### src/rtl/minc_trace_if.sv
// Trace capture bus: CPU sample inputs, arm/trigger control, readout handshake and status.
// Latency: n/a (signal bundle only).
// Backpressure: readout uses rd_valid/rd_ready; the sample inputs are not flow-controlled.
//
// Ports (master = driver/consumer side, slave = minc_trace):
//   pc_in, acc_in       CPU samples taken every cycle
//   arm, abort          start capture / return to idle
//   trig_en, trig_pc    PC-match trigger, or immediate trigger when trig_en = 0
//   post_count          number of samples to capture (0 or > DEPTH means DEPTH)
//   rd_ready            consumer accepts rd_data
//   rd_valid, rd_data, rd_index, cap_count, state_out, done  readout and status
interface minc_trace_if #(
   parameter int PC_W  = 8,
   parameter int ACC_W = 8,
   parameter int DEPTH = 64
);
   localparam int AW = $clog2(DEPTH);

   logic [PC_W-1:0]       pc_in;
   logic [ACC_W-1:0]      acc_in;
   logic                  arm;
   logic                  abort;
   logic                  trig_en;
   logic [PC_W-1:0]       trig_pc;
   logic [AW:0]           post_count;
   logic                  rd_ready;
   logic                  rd_valid;
   logic [PC_W+ACC_W-1:0] rd_data;
   logic [AW:0]           rd_index;
   logic [AW:0]           cap_count;
   logic [1:0]            state_out;
   logic                  done;

   modport master (
      output pc_in, acc_in, arm, abort, trig_en, trig_pc, post_count, rd_ready,
      input  rd_valid, rd_data, rd_index, cap_count, state_out, done
   );

   modport slave (
      input  pc_in, acc_in, arm, abort, trig_en, trig_pc, post_count, rd_ready,
      output rd_valid, rd_data, rd_index, cap_count, state_out, done
   );
endinterface

### src/rtl/minc_trace.sv
// Trace buffer: after arm, waits for a trigger, captures N consecutive {pc, acc} samples, then plays them out.
// Latency: the trigger-cycle sample is stored at that edge; rd_data is combinational from storage at rd_index.
// Backpressure: readout holds rd_data/rd_index while rd_valid & !rd_ready; capture itself never stalls.
//
// Ports: CLK (rising edge), RESET (synchronous, active-high), bus (minc_trace_if.slave, see interface header).
module minc_trace #(
   parameter int PC_W  = 8,
   parameter int ACC_W = 8,
   parameter int DEPTH = 64
) (
   input  logic          CLK,
   input  logic          RESET,
   minc_trace_if.slave   bus
);
   localparam int AW = $clog2(DEPTH);
   localparam int DW = PC_W + ACC_W;
   localparam logic [AW:0] CNT_ONE   = (AW+1)'(1);
   localparam logic [AW:0] CNT_DEPTH = (AW+1)'(DEPTH);

   typedef enum logic [1:0] {
      S_IDLE    = 2'd0,
      S_ARMED   = 2'd1,
      S_CAPTURE = 2'd2,
      S_DONE    = 2'd3
   } state_t;

   state_t      state_q, state_d;
   logic [AW:0] lim_q, lim_d;       // number of samples to capture
   logic [AW:0] cap_q, cap_d;       // samples captured; also the write pointer
   logic [AW:0] rd_ptr_q, rd_ptr_d;

   logic [DW-1:0] mem_q [DEPTH];
   logic          wr_en;
   logic [AW-1:0] wr_addr;
   logic [AW:0]   arm_lim;
   logic          trig_hit;
   logic          rd_vld;

   // Zero or oversize requests fill the whole buffer.
   assign arm_lim  = (bus.post_count == '0 || bus.post_count > CNT_DEPTH) ? CNT_DEPTH : bus.post_count;
   assign trig_hit = !bus.trig_en || (bus.pc_in == bus.trig_pc);
   assign rd_vld   = (state_q == S_DONE) && (rd_ptr_q < cap_q);

   always_comb begin
      state_d  = state_q;
      lim_d    = lim_q;
      cap_d    = cap_q;
      rd_ptr_d = rd_ptr_q;
      wr_en    = 1'b0;
      wr_addr  = cap_q[AW-1:0];

      if (bus.abort) begin
         state_d = S_IDLE;
      end else begin
         case (state_q)
            S_IDLE, S_DONE: begin
               if (bus.arm) begin
                  // Arm from DONE drops any unread samples.
                  state_d  = S_ARMED;
                  lim_d    = arm_lim;
                  cap_d    = '0;
                  rd_ptr_d = '0;
               end else if (state_q == S_DONE) begin
                  if (rd_vld && bus.rd_ready) begin
                     rd_ptr_d = rd_ptr_q + CNT_ONE;
                     if (rd_ptr_q + CNT_ONE == cap_q) state_d = S_IDLE;
                  end else if (!rd_vld) begin
                     state_d = S_IDLE;
                  end
               end
            end
            S_ARMED: begin
               if (trig_hit) begin
                  wr_en   = 1'b1;
                  wr_addr = '0;
                  cap_d   = CNT_ONE;
                  state_d = (lim_q == CNT_ONE) ? S_DONE : S_CAPTURE;
               end
            end
            S_CAPTURE: begin
               // cap_q < lim_q <= DEPTH here, so the write pointer never wraps.
               wr_en = 1'b1;
               cap_d = cap_q + CNT_ONE;
               if (cap_q + CNT_ONE == lim_q) state_d = S_DONE;
            end
            default: state_d = S_IDLE;
         endcase
      end
   end

   always_ff @(posedge CLK) begin
      if (RESET) begin
         state_q  <= S_IDLE;
         lim_q    <= CNT_DEPTH;
         cap_q    <= '0;
         rd_ptr_q <= '0;
      end else begin
         state_q  <= state_d;
         lim_q    <= lim_d;
         cap_q    <= cap_d;
         rd_ptr_q <= rd_ptr_d;
      end
   end

   // Storage is not reset; contents are only meaningful below cap_count.
   always_ff @(posedge CLK) begin
      if (wr_en && !RESET) mem_q[wr_addr] <= {bus.pc_in, bus.acc_in};
   end

   assign bus.rd_valid  = rd_vld;
   assign bus.rd_data   = mem_q[rd_ptr_q[AW-1:0]];
   assign bus.rd_index  = rd_ptr_q;
   assign bus.cap_count = cap_q;
   assign bus.state_out = state_q;
   assign bus.done      = (state_q == S_DONE);
endmodule

### src/flat_wrapper.sv
// flat-port wrapper written by rule: the top's interface ports become plain ports
module minc_trace_flat 
#(
   parameter int PC_W  = 8,
   parameter int ACC_W = 8,
   parameter int DEPTH = 64
)
  (CLK, RESET, bus_pc_in, bus_acc_in, bus_arm, bus_abort, bus_trig_en, bus_trig_pc, bus_post_count, bus_rd_ready, bus_rd_valid, bus_rd_data, bus_rd_index, bus_cap_count, bus_state_out, bus_done);
  minc_trace_if #(.PC_W(PC_W), .ACC_W(ACC_W), .DEPTH(DEPTH)) bus_i ();
  input  logic CLK;
  input  logic RESET;
  input wire logic [$bits(bus_i.pc_in)-1:0] bus_pc_in;
  input wire logic [$bits(bus_i.acc_in)-1:0] bus_acc_in;
  input wire logic [$bits(bus_i.arm)-1:0] bus_arm;
  input wire logic [$bits(bus_i.abort)-1:0] bus_abort;
  input wire logic [$bits(bus_i.trig_en)-1:0] bus_trig_en;
  input wire logic [$bits(bus_i.trig_pc)-1:0] bus_trig_pc;
  input wire logic [$bits(bus_i.post_count)-1:0] bus_post_count;
  input wire logic [$bits(bus_i.rd_ready)-1:0] bus_rd_ready;
  output wire logic [$bits(bus_i.rd_valid)-1:0] bus_rd_valid;
  output wire logic [$bits(bus_i.rd_data)-1:0] bus_rd_data;
  output wire logic [$bits(bus_i.rd_index)-1:0] bus_rd_index;
  output wire logic [$bits(bus_i.cap_count)-1:0] bus_cap_count;
  output wire logic [$bits(bus_i.state_out)-1:0] bus_state_out;
  output wire logic [$bits(bus_i.done)-1:0] bus_done;
  assign bus_i.pc_in = bus_pc_in;
  assign bus_i.acc_in = bus_acc_in;
  assign bus_i.arm = bus_arm;
  assign bus_i.abort = bus_abort;
  assign bus_i.trig_en = bus_trig_en;
  assign bus_i.trig_pc = bus_trig_pc;
  assign bus_i.post_count = bus_post_count;
  assign bus_i.rd_ready = bus_rd_ready;
  assign bus_rd_valid = bus_i.rd_valid;
  assign bus_rd_data = bus_i.rd_data;
  assign bus_rd_index = bus_i.rd_index;
  assign bus_cap_count = bus_i.cap_count;
  assign bus_state_out = bus_i.state_out;
  assign bus_done = bus_i.done;
  minc_trace #(.PC_W(PC_W), .ACC_W(ACC_W), .DEPTH(DEPTH)) u_core (.CLK(CLK), .RESET(RESET), .bus(bus_i));
endmodule
### config.mk
export PLATFORM = sky130hd
export DESIGN_NAME = minc_trace_flat
export DESIGN_NICKNAME = d
export VERILOG_FILES = /design/src/rtl/minc_trace_if.sv /design/src/rtl/minc_trace.sv /design/src/flat_wrapper.sv
export SDC_FILE = /design/constraint.sdc
export NUM_CORES = 1
export LEC_CHECK = 0
export BUFFER_PORTS_ARGS = -buffer_cell sky130_fd_sc_hd__buf_4
export CORE_ASPECT_RATIO = 0.75
export CORE_UTILIZATION = 62
export CTS_CLUSTER_SIZE = 28
export DETAILED_ROUTE_END_ITERATION = 6
export PLACE_DENSITY = 0.79
export SYNTH_ARGS = -nofsm -noshare
export SYNTH_HDL_FRONTEND = slang
export SYNTH_SLANG_ARGS = --single-unit
### constraint.sdc
create_clock -name CLK -period 3.56 [get_ports CLK]
set_clock_uncertainty 0.1 [all_clocks]
set_input_delay 0.356 -clock CLK [delete_from_list [all_inputs] [get_ports CLK]]
set_output_delay 0.356 -clock CLK [all_outputs]
set_load 0.02 [all_outputs]
==> qor.yml, run 1 <==
syn_nets: 1830
dieWidth_um: 298.9
tns_ns: -4.819
grt_overflow_total: 0
slew_headroom_pct: 14.73
cp-end-kind: "primary output"
drtAntennaViolNets: 0
final-hold-violation-count: 0
worstMarginPinSlew_ns: 1.277
ff_latch_area_sq_um: 31340
synth_simple_gate_area_share_pct: 1.969
synth-compound-area-share_pct: 0.9919
die_h_um: 224.7
synth_fa_ha_area_share_pct: 0.3662
synth_area_sq_um: 41000
yosys_warnings: 0
place_area_sq_um: 43580
clockBufferDepth: 3
status: "finished with violations"
async_flop_share_pct: 0
path_max_fanout: 7
fin_util_pct: 73.86
timing.hold.ws_ns: 0.01908
syn_to_final_growth_pct: 17.59
rows: 81
ys_seq_area_share_pct: 76.42
synth_edf_count: 1024
gp_congestion: 0.8598
finalCriticalPeriod_ns: 3.922
power_per_cell_area_nw_per_um2: 510.2
synth_seq_cells: 1053
avgSynthCellArea_sq_um: 23.02
grt_usage_pct: 35.40
muxShareOfSynthArea_pct: 18.53
grt_setup_unrepaired: "true"
dieArea_sq_um: 67170
drt_first_pass_iters: 6
multiInputGateArea_sq_um: 9442
port_buffers: 70
yosys.area_share.xor_xnor_pct: 0.5982
setup.worst_path.start_class: "flip-flop"
insertion_delay_ns: 0.68
drc: 0
min-delay-path-class: "in2reg"
max_freq_ghz: 0.2549
coreArea_sq_um: 65270
critical_path_class: "reg2out"
drt_iter0_markers: 4286
grt_pass1_vias: 21890
start_util_pct: 62.81
maxCapViolations: 0
viasPerCell: 7.320
ys_types: 49
ir_drop_uv: 395.7
total_power_mw: 24.59
setup_viol: 16
fin_area_sq_um: 48210
cts_num_sinks: 1053
p_leak_nw: 14.97
grt_pass1_wl_mm: 163.1
drive_gt1_share_pct: 36.74
switching_power_mw: 5.113
clk_pin_slew_worst_paths_ns: 0.07
via_count: 22090
grt_max_degree: 65
slew_violations: 0
worstPathArrival_ns: 3.47
io-pin-count: 71
ys_dominant_reg_cell: "edfxtp_1"
root_buffer: "clkbuf_16"
wl_per_cell_um: 39.41
cts_tree: "yes"
cp_data_required_time_ns: 3.10
violations: "setup timing"
antenna_found_initial: 11
synthCells: 1781
combinationalPowerShare_pct: 1.3
seqPwrFrac_pct: 55.2
p_int_mw: 19.48
layout.nets: 2117
switching_share_pct: 20.79
htree_levels: 3
drt_wl_total_mm: 119.0
min_period_over_period_pct: 110.2
synth_top_family_by_area: "multiplexers"
hpwl_mm: 58.87
finalWorstSetupSlack_ns: -0.3624
n_fill_cell: 3381
numCtsBuffers: 95
pwr-share-clk_pct: 43.5
## worst max-delay path: stages, from the launching register on
cell and delay (ns):
dfxtp_4 0.39, buf_6 0.14, buf_16 0.13, buf_16 0.15, buf_8 0.14, mux4_2 0.60, mux4_2 0.54, mux4_2 0.52
buf_6 0.15
## cell type report
cell class / count / share of cell area (%)
Clock buffer: 115 / 5.175
Tap cell: 871 / 2.261
Sequential cell: 1053 / 65.02
Multi-Input combinational cell: 623 / 19.59
Antenna cell: 2 / 0.01038
Clock inverter: 59 / 1.368
Inverter: 15 / 0.1168
Timing Repair Buffer: 280 / 6.465
## path summary, 6_finish.rpt
path,startpoint,endpoint,slack [ns],cells after the start
max,flip-flop,bus_rd_data[5],-0.36,8
min,bus_post_count[0],u_core.lim_q[0]$_SDFFE_PP0P_,0.02,4
max reg2reg,u_core.bus.state_out[0]$_SDFFE_PP0P_,u_core.mem_q[25][8]$_DFFE_PP_,0.24,7
min reg2reg,u_core.bus.state_out[1]$_SDFFE_PP0P_,u_core.bus.state_out[1]$_SDFFE_PP0P_,0.45,2
## cells in the final DEF (no fill, tap or decap), drive strengths merged, types with 2 or more instances in the layout
master	Yosys	final
buf	47	265
a211o	3	3
nor3b	11	11
mux2i	13	13
inv	15	17
nand3	11	11
nor3	8	8
a21oi	15	15
and3	4	4
ha	12	12
or3	2	2
xnor2	22	22
or4	7	7
bufinv	0	11
nand2	22	22
dfxtp	29	29
o21ai	20	20
clkbuf	43	116
xor2	6	6
mux4	326	326
clkinv	0	37
a32oi	2	2
a31oi	4	4
mux2	11	11
nor2	83	83
clkinvlp	0	9
o211ai	8	8
nor2b	6	6
dlygate4sd3	0	11
edfxtp	1024	1024
or2	2	2
bufbuf	0	3
nand2b	4	4
diode	0	2
a21o	2	2
nor4	3	3
nand4	2	2
## state kept, by name (all words and copies together), names as in the netlist, named ones only
name                  flops
u_core.lim_q              7
u_core.bus.cap_count      7
u_core.mem_q           1024
u_core.bus.rd_index       7
u_core.bus.state_out      2
## synth_stat cells, types with 2 or more instances
library cell  number  area share [%]
nor2_1            83            0.76
clkbuf_1          43            0.39
buf_4              9            0.16
mux4_2           326              18
or3_1              2           0.031
mux2_2            11            0.30
nand2_1           22            0.20
nand4_1            2           0.031
buf_1             11            0.10
buf_2             27            0.33
and3_1             4           0.061
o21ai_0           19            0.23
ha_1              12            0.37
a31oi_1            4           0.061
inv_1             15            0.14
nand2b_1           4           0.061
nand3_1           11            0.13
a211o_1            3           0.064
a21oi_1           15            0.18
o211ai_1           8            0.15
nor4_1             2           0.031
a32oi_1            2           0.043
xor2_1             6            0.13
mux2i_1           13            0.32
xnor2_1           22            0.47
edfxtp_1        1024              75
nor2b_1            6           0.092
nor3_1             8           0.098
dfxtp_1           29             1.4
nor3b_1           11            0.20
a21o_1             2           0.037
or2_2              2           0.031
or4_1              7            0.13
## metrics by stage
| stage | cells | setup slack [ns] |
|---|---|---|
| global placement | 2776 | 0.08715 |
| global route | 3016 | -0.3912 |
| detailed placement | 2776 | 0.06732 |
| CTS | 3012 | -0.3014 |
| floorplan | 1781 | 0.4369 |
| finish | 3018 | -0.3624 |
## power by group through the flow
stage	sequential [mW]	clock, mW	combinational, mW
finish	13.6	10.7	0.318
floorplan	13.9	0	0.0430
global placement	13.9	0	0.269
CTS	13.6	10.5	0.303
detailed placement	13.9	0	0.291
global route	13.6	11.1	0.327
## logic make-up (layout without fill, tap and decap cells)
| logic type | count (synthesis) | after routing |
|---|---|---|
| other | 0 | 2 |
| XOR/XNOR | 28 | 28 |
| adder cells (fa/ha/maj) | 12 | 12 |
| flip-flops | 1053 | 1053 |
| AND/OR/NAND/NOR | 169 | 169 |
| buffers and inverters | 105 | 469 |
| multiplexers | 350 | 350 |
| AO/OA/AOI/OAI | 64 | 64 |
## routing by layer
metal	global-route usage (%)	vias up	wire [um]
li1	-	8160	-
met1	47.44	11350	39800
met2	56.39	2248	57490
met3	10.57	325	16840
met4	12.05	8	4763
met5	0	-	57
## repair_timing
| action | in CTS | in global routing |
|---|---|---|
| cloned | 15 | 1 |
| endpoints found under the hold margin | 22 | 0 |
| hold buffers | 11 | 0 |
| buffers inserted | 40 | 10 |
| pin swaps | 2 | 3 |
| setup endpoints to repair | 16 | 16 |
| gates resized for setup | 120 | 14 |
(Power assumes the default switching activity.)
==> inputs of run 2 (changes only) <==
--- a/config.mk
+++ b/config.mk
@@ -6,11 +6,13 @@
 export NUM_CORES = 1
 export LEC_CHECK = 0
 export BUFFER_PORTS_ARGS = -buffer_cell sky130_fd_sc_hd__buf_4
+export CAP_MARGIN = 25
 export CORE_ASPECT_RATIO = 0.75
 export CORE_UTILIZATION = 62
 export CTS_CLUSTER_SIZE = 28
 export DETAILED_ROUTE_END_ITERATION = 6
-export PLACE_DENSITY = 0.79
+export PLACE_DENSITY = 0.81
 export SYNTH_ARGS = -nofsm -noshare
 export SYNTH_HDL_FRONTEND = slang
 export SYNTH_SLANG_ARGS = --single-unit
+export TNS_END_PERCENT = 20
==> qor.yml, run 2 (synthesis gave the netlist of run 1 again) <==
status: "finished with violations"
violations: "setup timing"
coreArea_sq_um: 65270
gp_congestion: 0.8598
grt_pass1_wl_mm: 159.1
hp-start: "bus_post_count[0]"
drtAntennaViolNets: 0
cts_tree: "yes"
combinationalPowerShare_pct: 1.3
final-hold-violation-count: 0
final_common_cell: "edfxtp_1"
dieArea_sq_um: 67170
fin_area_sq_um: 47390
io-pin-count: 71
via_count: 21770
maxCapViolations: 0
root_buffer: "clkbuf_16"
multiInputGateArea_sq_um: 9369
switching_share_pct: 20.10
finalNonFillerCells: 2972
hold_depth: 4
insertion_delay_ns: 0.65
place_area_sq_um: 43500
min-delay-path-class: "in2reg"
cts_num_sinks: 1053
drive_gt1_share_pct: 35.51
power_per_cell_area_nw_per_um2: 506.5
p_int_mw: 19.18
grt_overflow_total: 0
largest_register_ffs: 1024
dp_cells: 2758
hold-path-endpoint: "u_core.lim_q[0]$_SDFFE_PP0P_"
grt_max_degree: 65
ff_latch_area_sq_um: 31350
drt_iter0_markers: 3785
grt_setup_unrepaired: "true"
total_power_mw: 24.00
place_ws_ns: 0.2777
hpwl_mm: 57.72
path_max_fanout: 8
timing.hold.ws_ns: 0.02995
worstMarginPinSlew_ns: 1.285
cp_data_required_time_ns: 3.10
worst-r2r-cell-count: 7
syn_to_final_growth_pct: 15.60
rrSetupSlack_ns: 0.31
min_period_over_period_pct: 109.3
clockBufferDepth: 3
clk_pin_slew_worst_paths_ns: 0.07
r2r_end: "u_core.mem_q[27][15]$_DFFE_PP_"
seqPwrFrac_pct: 56.6
die_h_um: 224.7
setup.worst_path.start_class: "flip-flop"
slew_violations: 0
dieWidth_um: 298.9
ir_drop_uv: 466.2
p_leak_nw: 14.59
critical_path_class: "reg2out"
pwr-share-clk_pct: 42.1
rows: 81
slew_headroom_pct: 14.33
start_util_pct: 62.81
drt_first_pass_iters: 5
layout.nets: 2075
numCtsBuffers: 93
cp-end-kind: "primary output"
viasPerCell: 7.326
grt_pass1_vias: 21340
worstPathArrival_ns: 3.43
n_fill_cell: 3454
grt_usage_pct: 34.32
antenna_found_initial: 6
setup_viol: 16
drc: 0
port_buffers: 70
max_freq_ghz: 0.2570
wl_per_cell_um: 38.82
r2r_start: "u_core.bus.state_out[0]$_SDFFE_PP0P_"
htree_levels: 3
finalWorstSetupSlack_ns: -0.3308
finalCriticalPeriod_ns: 3.891
mostFrequentLayoutCells: "edfxtp_1, mux4_2, buf_4, clkbuf_16, nor2_1"
switching_power_mw: 4.825
num_antenna_cells: 0
drt_wl_total_mm: 115.4
regMostFlops: "u_core.mem_q"
==> run 2: cell types whose count changed in the layout (fill, tap and decap cells not counted), sizes merged <==
| cell | change |
|---|---|
| buf | -34 |
| bufbuf | -2 |
| bufinv | -4 |
| clkbuf | +1 |
| clkinv | +5 |
| clkinvlp | -7 |
| diode | -2 |
| dlygate4sd3 | -6 |
| inv | +3 |
==> run 2: critical path, cell delays in order, from the launching register on <==
cell and delay [ns]:
dfxtp_4 0.46, buf_12 0.19, buf_16 0.17, buf_12 0.16, mux4_2 0.57, mux4_2 0.51
mux4_2 0.54, buf_6 0.17
==> run 2: worst max-delay path by stage <==
stage	slack [ns]	start	endpoint	depth (start not counted)
floorplan	0.44	u_core.bus.state_out[0]$_SDFFE_PP0P_	u_core.mem_q[5][0]$_DFFE_PP_	7
finish	-0.33	flip-flop	bus_rd_data[8]	7
CTS	-0.34	flip-flop	bus_rd_data[5]	7
global route	-0.36	flip-flop	bus_rd_data[4]	6
detailed placement	0.28	flip-flop	bus_rd_data[14]	7
global placement	0.35	flip-flop	bus_rd_data[1]	9
==> run 2: timing repair <==
| action | 4_1_cts | 5_1_grt |
|---|---|---|
| endpoints found under the hold margin | 16 | 0 |
| setup endpoints to repair | 16 | 16 |
| hold buffers | 5 | 0 |
| resized for setup | 56 | 27 |
| gates cloned | 6 | 2 |
| buffers inserted | 13 | 16 |
==> run 2: final cells by class <==
cell class / instances / share of cell area [%]
Sequential cell: 1053 / 66.14
Multi-Input combinational cell: 623 / 19.77
Timing Repair Buffer: 240 / 5.391
Clock buffer: 114 / 5.299
Tap cell: 871 / 2.300
Clock inverter: 56 / 0.9795
Inverter: 15 / 0.1188
==> run 2: power by group through the flow <==
stage | sequential, mW | combinational [mW] | clock (mW)
floorplan | 13.9 | 0.0430 | 0
global placement | 13.9 | 0.266 | 0
detailed placement | 13.9 | 0.290 | 0
CTS | 13.6 | 0.298 | 10.1
global route | 13.6 | 0.319 | 10.6
finish | 13.6 | 0.309 | 10.1
==> run 2: metrics by stage <==
step	utilization [%]	TNS, ns
after floorplan	-	0
after global placement	66.66	0
after detailed placement	66.66	0
final	72.61	-4.102
after CTS	72.07	-4.504
after global routing	72.61	-4.642
==> run 2: routing by layer <==
metal  routed length, um  up-vias  global-route usage, %
met1               38940    11240                  46.94
met4                4913        2                  11.37
met2               56770     2134                  55.31
met5                  13        -                      0
met3               14730      324                  8.384
li1                    -     8071                      -
